**config.mk**
```make
export PLATFORM = sky130hd
export DESIGN_NAME = fp_subtractor_seq
export DESIGN_NICKNAME = d
export VERILOG_FILES = /design/src/rtl/fp_subtractor_seq.sv
export SDC_FILE = /design/constraint.sdc
export NUM_CORES = 1
export LEC_CHECK = 0
export ABC_CLOCK_PERIOD_IN_PS = 3300
export BUFFER_PORTS_ARGS = -buffer_cell sky130_fd_sc_hd__buf_2
export CORE_MARGIN = 4
export CORE_UTILIZATION = 50
export DETAILED_ROUTE_END_ITERATION = 12
export GPL_TIMING_DRIVEN = 1
export PLACE_DENSITY_LB_ADDON = 0.08
export SLEW_MARGIN = 25
export SYNTH_ARGS = -nofsm -noshare
export SYNTH_HDL_FRONTEND = slang
export SYNTH_SLANG_ARGS = --single-unit
```
**constraint.sdc**
```tcl
create_clock -name clk -period 3.3 [get_ports clk]
set_input_delay 0.66 -clock clk [delete_from_list [all_inputs] [get_ports clk]]
set_output_delay 0.66 -clock clk [all_outputs]
set_load 0.02 [all_outputs]
```
**src/rtl/fp_subtractor_seq.sv**
```systemverilog
// fp_subtractor_seq: multi-cycle A - B on the 12-bit float format
// (1 sign, 3-bit exponent, 8-bit mantissa with explicit leading one).
// Sequence: IDLE -> ALIGN -> SUB -> NORM (one shift per cycle) -> [ROUND] -> OUT.
// Build option: define FP_SUB_ROUND_EN for round-to-nearest-even in an extra
// ROUND cycle; left undefined the result is truncated.
module fp_subtractor_seq (
  input  logic       clk,
  input  logic       rst_n,
  input  logic       in_valid,
  output logic       in_ready,
  input  logic [7:0] operand_a_mantissa,
  input  logic [2:0] operand_a_exponent,
  input  logic       operand_a_sign,
  input  logic [7:0] operand_b_mantissa,
  input  logic [2:0] operand_b_exponent,
  input  logic       operand_b_sign,
  output logic       out_valid,
  input  logic       out_ready,
  output logic [7:0] result_mantissa,
  output logic [2:0] result_exponent,
  output logic       result_sign,
  output logic       overflow
);

  typedef enum logic [2:0] {
    S_IDLE, S_ALIGN, S_SUB, S_NORM, S_ROUND, S_OUT
  } state_t;

  state_t      state_q, state_d;
  // captured operands; b_s holds the effective (inverted) B sign
  logic [7:0]  a_m_q, a_m_d, b_m_q, b_m_d;
  logic [2:0]  a_e_q, a_e_d, b_e_q, b_e_d;
  logic        a_s_q, a_s_d, b_s_q, b_s_d;
  // larger operand L and aligned smaller operand S (8 bits + G/R/sticky)
  logic [7:0]  lm_q, lm_d;
  logic [2:0]  le_q, le_d;
  logic        ls_q, ls_d;
  logic [10:0] sf_q, sf_d;
  logic        sub_q, sub_d;
  // working sum: [11] carry, [10:3] mantissa, [2:0] guard/round/sticky
  logic [11:0] acc_q, acc_d;
  logic [2:0]  ex_q, ex_d;
  logic        sg_q, sg_d;
  // result registers, written only on the edge entering OUT
  logic [7:0]  res_m_q, res_m_d;
  logic [2:0]  res_e_q, res_e_d;
  logic        res_s_q, res_s_d, ovf_q, ovf_d;

  // alignment scratch
  logic [7:0]  sm;
  logic [2:0]  se, shamt;
  logic [18:0] wide;
`ifdef FP_SUB_ROUND_EN
  logic        rnd_up;
  logic [8:0]  m9;
`endif

  assign in_ready        = (state_q == S_IDLE);
  assign out_valid       = (state_q == S_OUT);
  assign result_mantissa = res_m_q;
  assign result_exponent = res_e_q;
  assign result_sign     = res_s_q;
  assign overflow        = ovf_q;

  // register bank: state, datapath and results, synchronous reset
  always_ff @(posedge clk) begin
    if (!rst_n) begin
      state_q <= S_IDLE;
      a_m_q <= '0; a_e_q <= '0; a_s_q <= 1'b0;
      b_m_q <= '0; b_e_q <= '0; b_s_q <= 1'b0;
      lm_q <= '0; le_q <= '0; ls_q <= 1'b0; sf_q <= '0; sub_q <= 1'b0;
      acc_q <= '0; ex_q <= '0; sg_q <= 1'b0;
      res_m_q <= '0; res_e_q <= '0; res_s_q <= 1'b0; ovf_q <= 1'b0;
    end else begin
      state_q <= state_d;
      a_m_q <= a_m_d; a_e_q <= a_e_d; a_s_q <= a_s_d;
      b_m_q <= b_m_d; b_e_q <= b_e_d; b_s_q <= b_s_d;
      lm_q <= lm_d; le_q <= le_d; ls_q <= ls_d; sf_q <= sf_d; sub_q <= sub_d;
      acc_q <= acc_d; ex_q <= ex_d; sg_q <= sg_d;
      res_m_q <= res_m_d; res_e_q <= res_e_d; res_s_q <= res_s_d; ovf_q <= ovf_d;
    end
  end

  // next-state and datapath update per state
  always_comb begin
    state_d = state_q;
    a_m_d = a_m_q; a_e_d = a_e_q; a_s_d = a_s_q;
    b_m_d = b_m_q; b_e_d = b_e_q; b_s_d = b_s_q;
    lm_d = lm_q; le_d = le_q; ls_d = ls_q; sf_d = sf_q; sub_d = sub_q;
    acc_d = acc_q; ex_d = ex_q; sg_d = sg_q;
    res_m_d = res_m_q; res_e_d = res_e_q; res_s_d = res_s_q; ovf_d = ovf_q;
    sm = '0; se = '0; shamt = '0; wide = '0;
`ifdef FP_SUB_ROUND_EN
    rnd_up = 1'b0; m9 = '0;
`endif
    case (state_q)
      S_IDLE: begin
        if (in_valid) begin
          a_m_d = operand_a_mantissa; a_e_d = operand_a_exponent; a_s_d = operand_a_sign;
          b_m_d = operand_b_mantissa; b_e_d = operand_b_exponent; b_s_d = ~operand_b_sign;
          state_d = S_ALIGN;
        end
      end
      S_ALIGN: begin
        // ties keep A as L so |A| = |B| takes A's sign
        if ({a_e_q, a_m_q} >= {b_e_q, b_m_q}) begin
          lm_d = a_m_q; le_d = a_e_q; ls_d = a_s_q; sm = b_m_q; se = b_e_q;
        end else begin
          lm_d = b_m_q; le_d = b_e_q; ls_d = b_s_q; sm = a_m_q; se = a_e_q;
        end
        shamt = le_d - se;
        // low 8 bits of wide catch everything shifted past the sticky slot
        wide  = {sm, 11'b0} >> shamt;
        sf_d  = {wide[18:9], wide[8] | (|wide[7:0])};
        sub_d = a_s_q ^ b_s_q;
        state_d = S_SUB;
      end
      S_SUB: begin
        if (sub_q) acc_d = {1'b0, lm_q, 3'b000} - {1'b0, sf_q};
        else       acc_d = {1'b0, lm_q, 3'b000} + {1'b0, sf_q};
        ex_d = le_q;
        sg_d = ls_q;
        state_d = S_NORM;
      end
      S_NORM: begin
        if (acc_q[11]) begin
          if (ex_q == 3'd7) begin
            res_m_d = 8'hFF; res_e_d = 3'd7; res_s_d = sg_q; ovf_d = 1'b1;
            state_d = S_OUT;
          end else begin
            acc_d = {1'b0, acc_q[11:2], acc_q[1] | acc_q[0]};
            ex_d  = ex_q + 3'd1;
          end
        end else if (!acc_q[10] && ex_q != 3'd0 && acc_q != 12'd0) begin
          acc_d = {acc_q[10:0], 1'b0};
          ex_d  = ex_q - 3'd1;
        end else begin
`ifdef FP_SUB_ROUND_EN
          state_d = S_ROUND;
`else
          // truncation: a zero mantissa is reported as canonical +0
          if (acc_q[10:3] == 8'd0) begin
            res_m_d = 8'd0; res_e_d = 3'd0; res_s_d = 1'b0;
          end else begin
            res_m_d = acc_q[10:3]; res_e_d = ex_q; res_s_d = sg_q;
          end
          ovf_d = 1'b0;
          state_d = S_OUT;
`endif
        end
      end
`ifdef FP_SUB_ROUND_EN
      S_ROUND: begin
        // nearest-even: round up on G and (R or sticky or LSB)
        rnd_up = acc_q[2] & (acc_q[1] | acc_q[0] | acc_q[3]);
        m9 = {1'b0, acc_q[10:3]} + {8'd0, rnd_up};
        ovf_d = 1'b0;
        if (m9[8]) begin
          if (ex_q == 3'd7) begin
            res_m_d = 8'hFF; res_e_d = 3'd7; ovf_d = 1'b1;
          end else begin
            res_m_d = 8'h80; res_e_d = ex_q + 3'd1;
          end
          res_s_d = sg_q;
        end else if (m9[7:0] == 8'd0) begin
          res_m_d = 8'd0; res_e_d = 3'd0; res_s_d = 1'b0;
        end else begin
          res_m_d = m9[7:0]; res_e_d = ex_q; res_s_d = sg_q;
        end
        state_d = S_OUT;
      end
`endif
      S_OUT: begin
        if (out_ready) state_d = S_IDLE;
      end
      default: state_d = S_IDLE;
    endcase
  end

endmodule
```
# Word level (Yosys, flattened, before mapping)
# Cells that the tools add are included.
# word_totals
inputBits	28
reg_bits	80
# op_classes
add_sub_neg	5
n_mux	38
shifts	1
reduce_logical	13
bitwise	4
n_lt_le_gt_ge	1
n_eq_ne	13
# ops
operator	n
$mux 8	7
$mux 12	4
$mux 3	16
$pmux 12 s2	1
$shr 19x3->19	1
$pmux 3 s5	1
$add 11x11->12	1
$ne 3x3->1 const B	4
$reduce_bool 12->1	1
$sub 11x11->12	1
$ge 11x11->1	1
$logic_not 8->1	1
$mux 1	8
$reduce_or 8->1	1
$eq 3x2->1 const B	2
$eq 3x3->1 const B	2
$pmux 3 s2	1
$reduce_and 3->1	2
$ne 2x1->1 const B	2
$ne 2x2->1 const B	2
$reduce_and 4->1	1
$add 3x1->3 const B	1
$eq 3x1->1 const B	1
$logic_not 3->1	1
10 further kinds	12

# Depth between registers and ports, before layout
# depth
depth_word	7
ltp_mapped	17
ltp_nobuf	13

# Worst setup path before layout
# Ideal clock, no wire load.
# synth_timing
path_kind	flip-flop to flip-flop
from	register b_e_q[0]
to	register sf_q[6]
arrival_time_ps	3196
setup_ps	117
slack_ps	-14
synth_period_minus_slack_ps	3314
required_ps	3183
stages_incl_launch_ff	18
cell_sequence	dfxtp_1 > inv_1 > ha_1 > a21oi_1 > o21ai_1 > a21oi_2 > and2_4 > buf_6 > buf_2 > buf_1 > nor2_1 > a21oi_1 > ha_1 > buf_1 > inv_2 > mux2i_1 > nand2_1 > a32o_1
# synth_via
elab_chain_cells	5
word_cells_on_any_way	9
# synth_lines
item	line	source
start, declared	32	logic [2:0] a_e_q, a_e_d, b_e_q, b_e_d;
start signal, assigned	70	b_m_q <= '0; b_e_q <= '0; b_s_q <= 1'b0;
start signal, assigned	77	b_m_q <= b_m_d; b_e_q <= b_e_d; b_s_q <= b_s_d;
$ge 11x11->1	106	if ({a_e_q, a_m_q} >= {b_e_q, b_m_q}) begin
$mux 3	106	
$mux 3	96	case (state_q)
$sub 3x3->3	111	shamt = le_d - se;
$shr 19x3->19 *	113	wide = {sm, 11'b0} >> shamt;
end signal, assigned	71	lm_q <= '0; le_q <= '0; ls_q <= 1'b0; sf_q <= '0; sub_q <= 1'b0;
end signal, assigned	78	lm_q <= lm_d; le_q <= le_d; ls_q <= ls_d; sf_q <= sf_d; sub_q <= sub_d;
end, declared	38	logic [10:0] sf_q, sf_d;
# Every way passes the cells marked *; elsewhere a longest branch is shown, timed or not. The select of a mux whose other input is x is not followed.
# A chain may end at the register's enable or synchronous reset.

# Worst setup path after layout
# layout_timing
from	register b_e_q[2]
to	register sf_q[1]
# The elaborated chain is that of the path after synthesis.

==> flow_metrics.env <==
export IMPL_status="completed"
export IMPL_netlist_area_um2=4670
export IMPL_cts_buffers=9
export IMPL_grt_pass1_vias=4029
export IMPL_crit_path_end_kind="flop"
export IMPL_p_sw_share_pct=36.2
export IMPL_hold_violations=0
export IMPL_synth_edff_count=0
export IMPL_crit_top_cell="a21oi_1"
export IMPL_numClockSinks=80
export IMPL_drive_gt1_share_pct=14.9
export IMPL_slew_headroom_pct=46.4
export IMPL_skew_ps=12.8
export IMPL_cts_tree="yes"
export IMPL_finalNetCount=679
export IMPL_synth_area_leader_cell="dfxtp_1"
export IMPL_track_usage_pct=21.0
export IMPL_drv_slew=0
export IMPL_fin_util_pct=56.7
export IMPL_worst_slack_ps=198
export IMPL_drv_cap=0
export IMPL_start_kind="flop"
export IMPL_first_pass_iters=4
export IMPL_synth_area_per_cell_um2=7.90
export IMPL_yosysSeqAreaShare_pct=34.3
export IMPL_worstPathArrival_ps=3390
export IMPL_rsz0062_at_grt="no"
export IMPL_drt_iter0_markers=235
export IMPL_tightest_slew_ps=804
export IMPL_synth_top_area_share_pct=34.3
export IMPL_hold_buffers=0
export IMPL_yosysUniqueCellTypes=58
export IMPL_vias=4289
export IMPL_slowest_delay_ps=400
export IMPL_h_tree_depth=3
export IMPL_die_h_um=105
export IMPL_pwr_share_clk_pct=28.3
export IMPL_multiInputGateArea_um2=2810
export IMPL_power_mw=2.74
export IMPL_fin_area_um2=5190
export IMPL_grt_max_degree=34
export IMPL_start_util_pct=51.1
export IMPL_cts_root_buf="clkbuf_8"
export IMPL_antenna_found_initial=0
export IMPL_io_buffers=42
export IMPL_route_detailed_drc=0
export IMPL_crit_chain="inv_1 -> ha_1 -> a21oi_1 -> o21ai_1 -> a21oi_2 -> and2_4 -> and3_1 -> a21oi_1 -> ha_2 -> a221oi_4 -> xor2_2 -> mux2_2 -> a21oi_1"
export IMPL_finalSetupViolations=0
export IMPL_ys_seq_elements=80
export IMPL_powerDensity_nw_per_um2=528
export IMPL_synth_flop_cell="dfxtp_1"
export IMPL_core_um2=9150
export IMPL_power_frac_comb_pct=30.4
export IMPL_routed_wl_um=11200
export IMPL_worstSetupPathType="reg -> reg"
export IMPL_finalCriticalPeriod_ps=3100
export IMPL_net_switching_power_uw=993
export IMPL_dpl_instance_area_um2=4960
export IMPL_max_freq_mhz=322
export IMPL_power_leakage_nw=2.06
export IMPL_cts_max_path_buffers=2
export IMPL_io_pins=43
export IMPL_grt_pass1_wl_um=19300
export IMPL_ys_warn_count=0
export IMPL_p_int_mw=1.75
export IMPL_path_clk_slew_ps=90
export IMPL_preCtsSetupSlack_ps=157
export IMPL_overflow=0
export IMPL_die_area_um2=11000
export IMPL_fin_setup_tns_ps=0
export IMPL_cp_data_required_time_ps=3590
export IMPL_layout_common_cells="nand2_1, dfxtp_1, a21oi_1"
export IMPL_routedWlPerCell_um=15.2
export IMPL_synth_cells=592
export IMPL_final_cell_count_no_fill=736
export IMPL_cts_resized_gates=0
export IMPL_place_gp_congestion=0.888
export IMPL_fill_cells=869
export IMPL_p_seq_share_pct=41.3
export IMPL_place_inst=720
export IMPL_critical_path_top_delay_family="compound AO/OA/AOI/OAI gates"
export IMPL_clock_latency_ps=360
export IMPL_area_growth_pct=11.0
export IMPL_layout_commonest_cell="nand2_1"
export IMPL_die_x_um=105
export IMPL_min_path_type="reg -> reg"
export IMPL_cp_slowest_cell="ha_1"
export IMPL_cp_max_fo=7
export IMPL_critPathBufInv=1
export IMPL_yosys_top_cells_area="dfxtp_1, nand2_1, a21oi_1, ha_1, nor2_1"
export IMPL_dpl_hpwl_um=8400
export IMPL_ant_nets=0
export IMPL_post_cts_buffers=0
export IMPL_syn_nets=651
export IMPL_finalCritPeriodShare_pct=94.0
export IMPL_viasPerCell=5.83
export IMPL_peakVddDrop_v=0.000269
export IMPL_async_flop_share_pct=0
export IMPL_holdWs_ps=457
export IMPL_antenna_cells=0
export IMPL_seqCellArea_um2=1600
export IMPL_fp_row_count=35
## synth_stat cells, types with 3 or more instances
cell / number
a211o_1: 3
dfxtp_1: 80
inv_1: 34
and3_1: 3
nand2_1: 102
ha_1: 29
buf_1: 4
mux2i_1: 9
a21oi_1: 73
clkbuf_1: 29
o221a_2: 6
a31oi_1: 7
a221oi_1: 10
o31ai_1: 4
xnor2_1: 5
xor2_1: 6
nor3_1: 12
nor2_1: 51
a211oi_1: 12
or3_1: 3
o21ai_0: 21
nand3_1: 14
nand4_1: 3
nand2b_1: 5
a311oi_1: 13
mux4_2: 6
and2_1: 4
## worst min-delay path: cells and delay by family, from the launching register on
kind             cells  cell delay (ps)
flip-flops           1              320
AND/OR/NAND/NOR      1               50
AO/OA/AOI/OAI        1               50
## cell families after synthesis
family	share of synthesized area (%)
AND/OR/NAND/NOR	19.2
AO/OA/AOI/OAI	24.8
flip-flops	34.3
buffers and inverters	6.00
adder cells (fa/ha/maj)	8.62
multiplexers	5.06
XOR/XNOR	2.06
## sequential cells by signal, summed over array words and instances, names as in the netlist, 8 cells and up
register,flops
a_m_q,8
acc_q,12
sf_q,11
b_m_q,8
result_mantissa,8
lm_q,8
## worst paths after layout
kind                                 start                  endpoint  slack (ps)  depth (start not counted)
setup reg to reg     b_e_q[2]$_SDFFE_PN0P_      sf_q[1]$_SDFFE_PN0P_         200                         13
hold / removal    result_sign$_SDFFE_PN0P_  result_sign$_SDFFE_PN0P_         460                          2
setup / recovery     b_e_q[2]$_SDFFE_PN0P_      sf_q[1]$_SDFFE_PN0P_         200                         13
hold reg to reg   result_sign$_SDFFE_PN0P_  result_sign$_SDFFE_PN0P_         460                          2
## routing by layer
layer | GRT usage (%) | wire length, µm | share of wire, % | vias to the layer above
met5 | 0 | 0 | 0 | -
met4 | 7.50 | 230 | 2.1 | 0
met3 | 2.84 | 443 | 4.0 | 18
met2 | 34.8 | 5300 | 47 | 82
met1 | 28.1 | 5230 | 47 | 2015
li1 | - | - | - | 2174
## power by group through the flow
stage | Clock [mW] | Sequential (mW) | Combinational (mW)
floorplan | 0 | 1.14 | 0.642
global placement | 0 | 1.15 | 0.811
detailed placement | 0 | 1.15 | 0.820
CTS | 0.791 | 1.13 | 0.822
global route | 0.827 | 1.15 | 0.933
finish | 0.775 | 1.13 | 0.832
## area by class of cell
cell class	instances	area share [%]
multi-input cells	440	54.2
flip-flops and latches	80	30.9
repair buffers	53	5.64
well taps	111	2.68
clock buffers	10	2.65
inverters	36	2.60
clock inverters	6	1.40
Power figures use the tool's default switching activity.
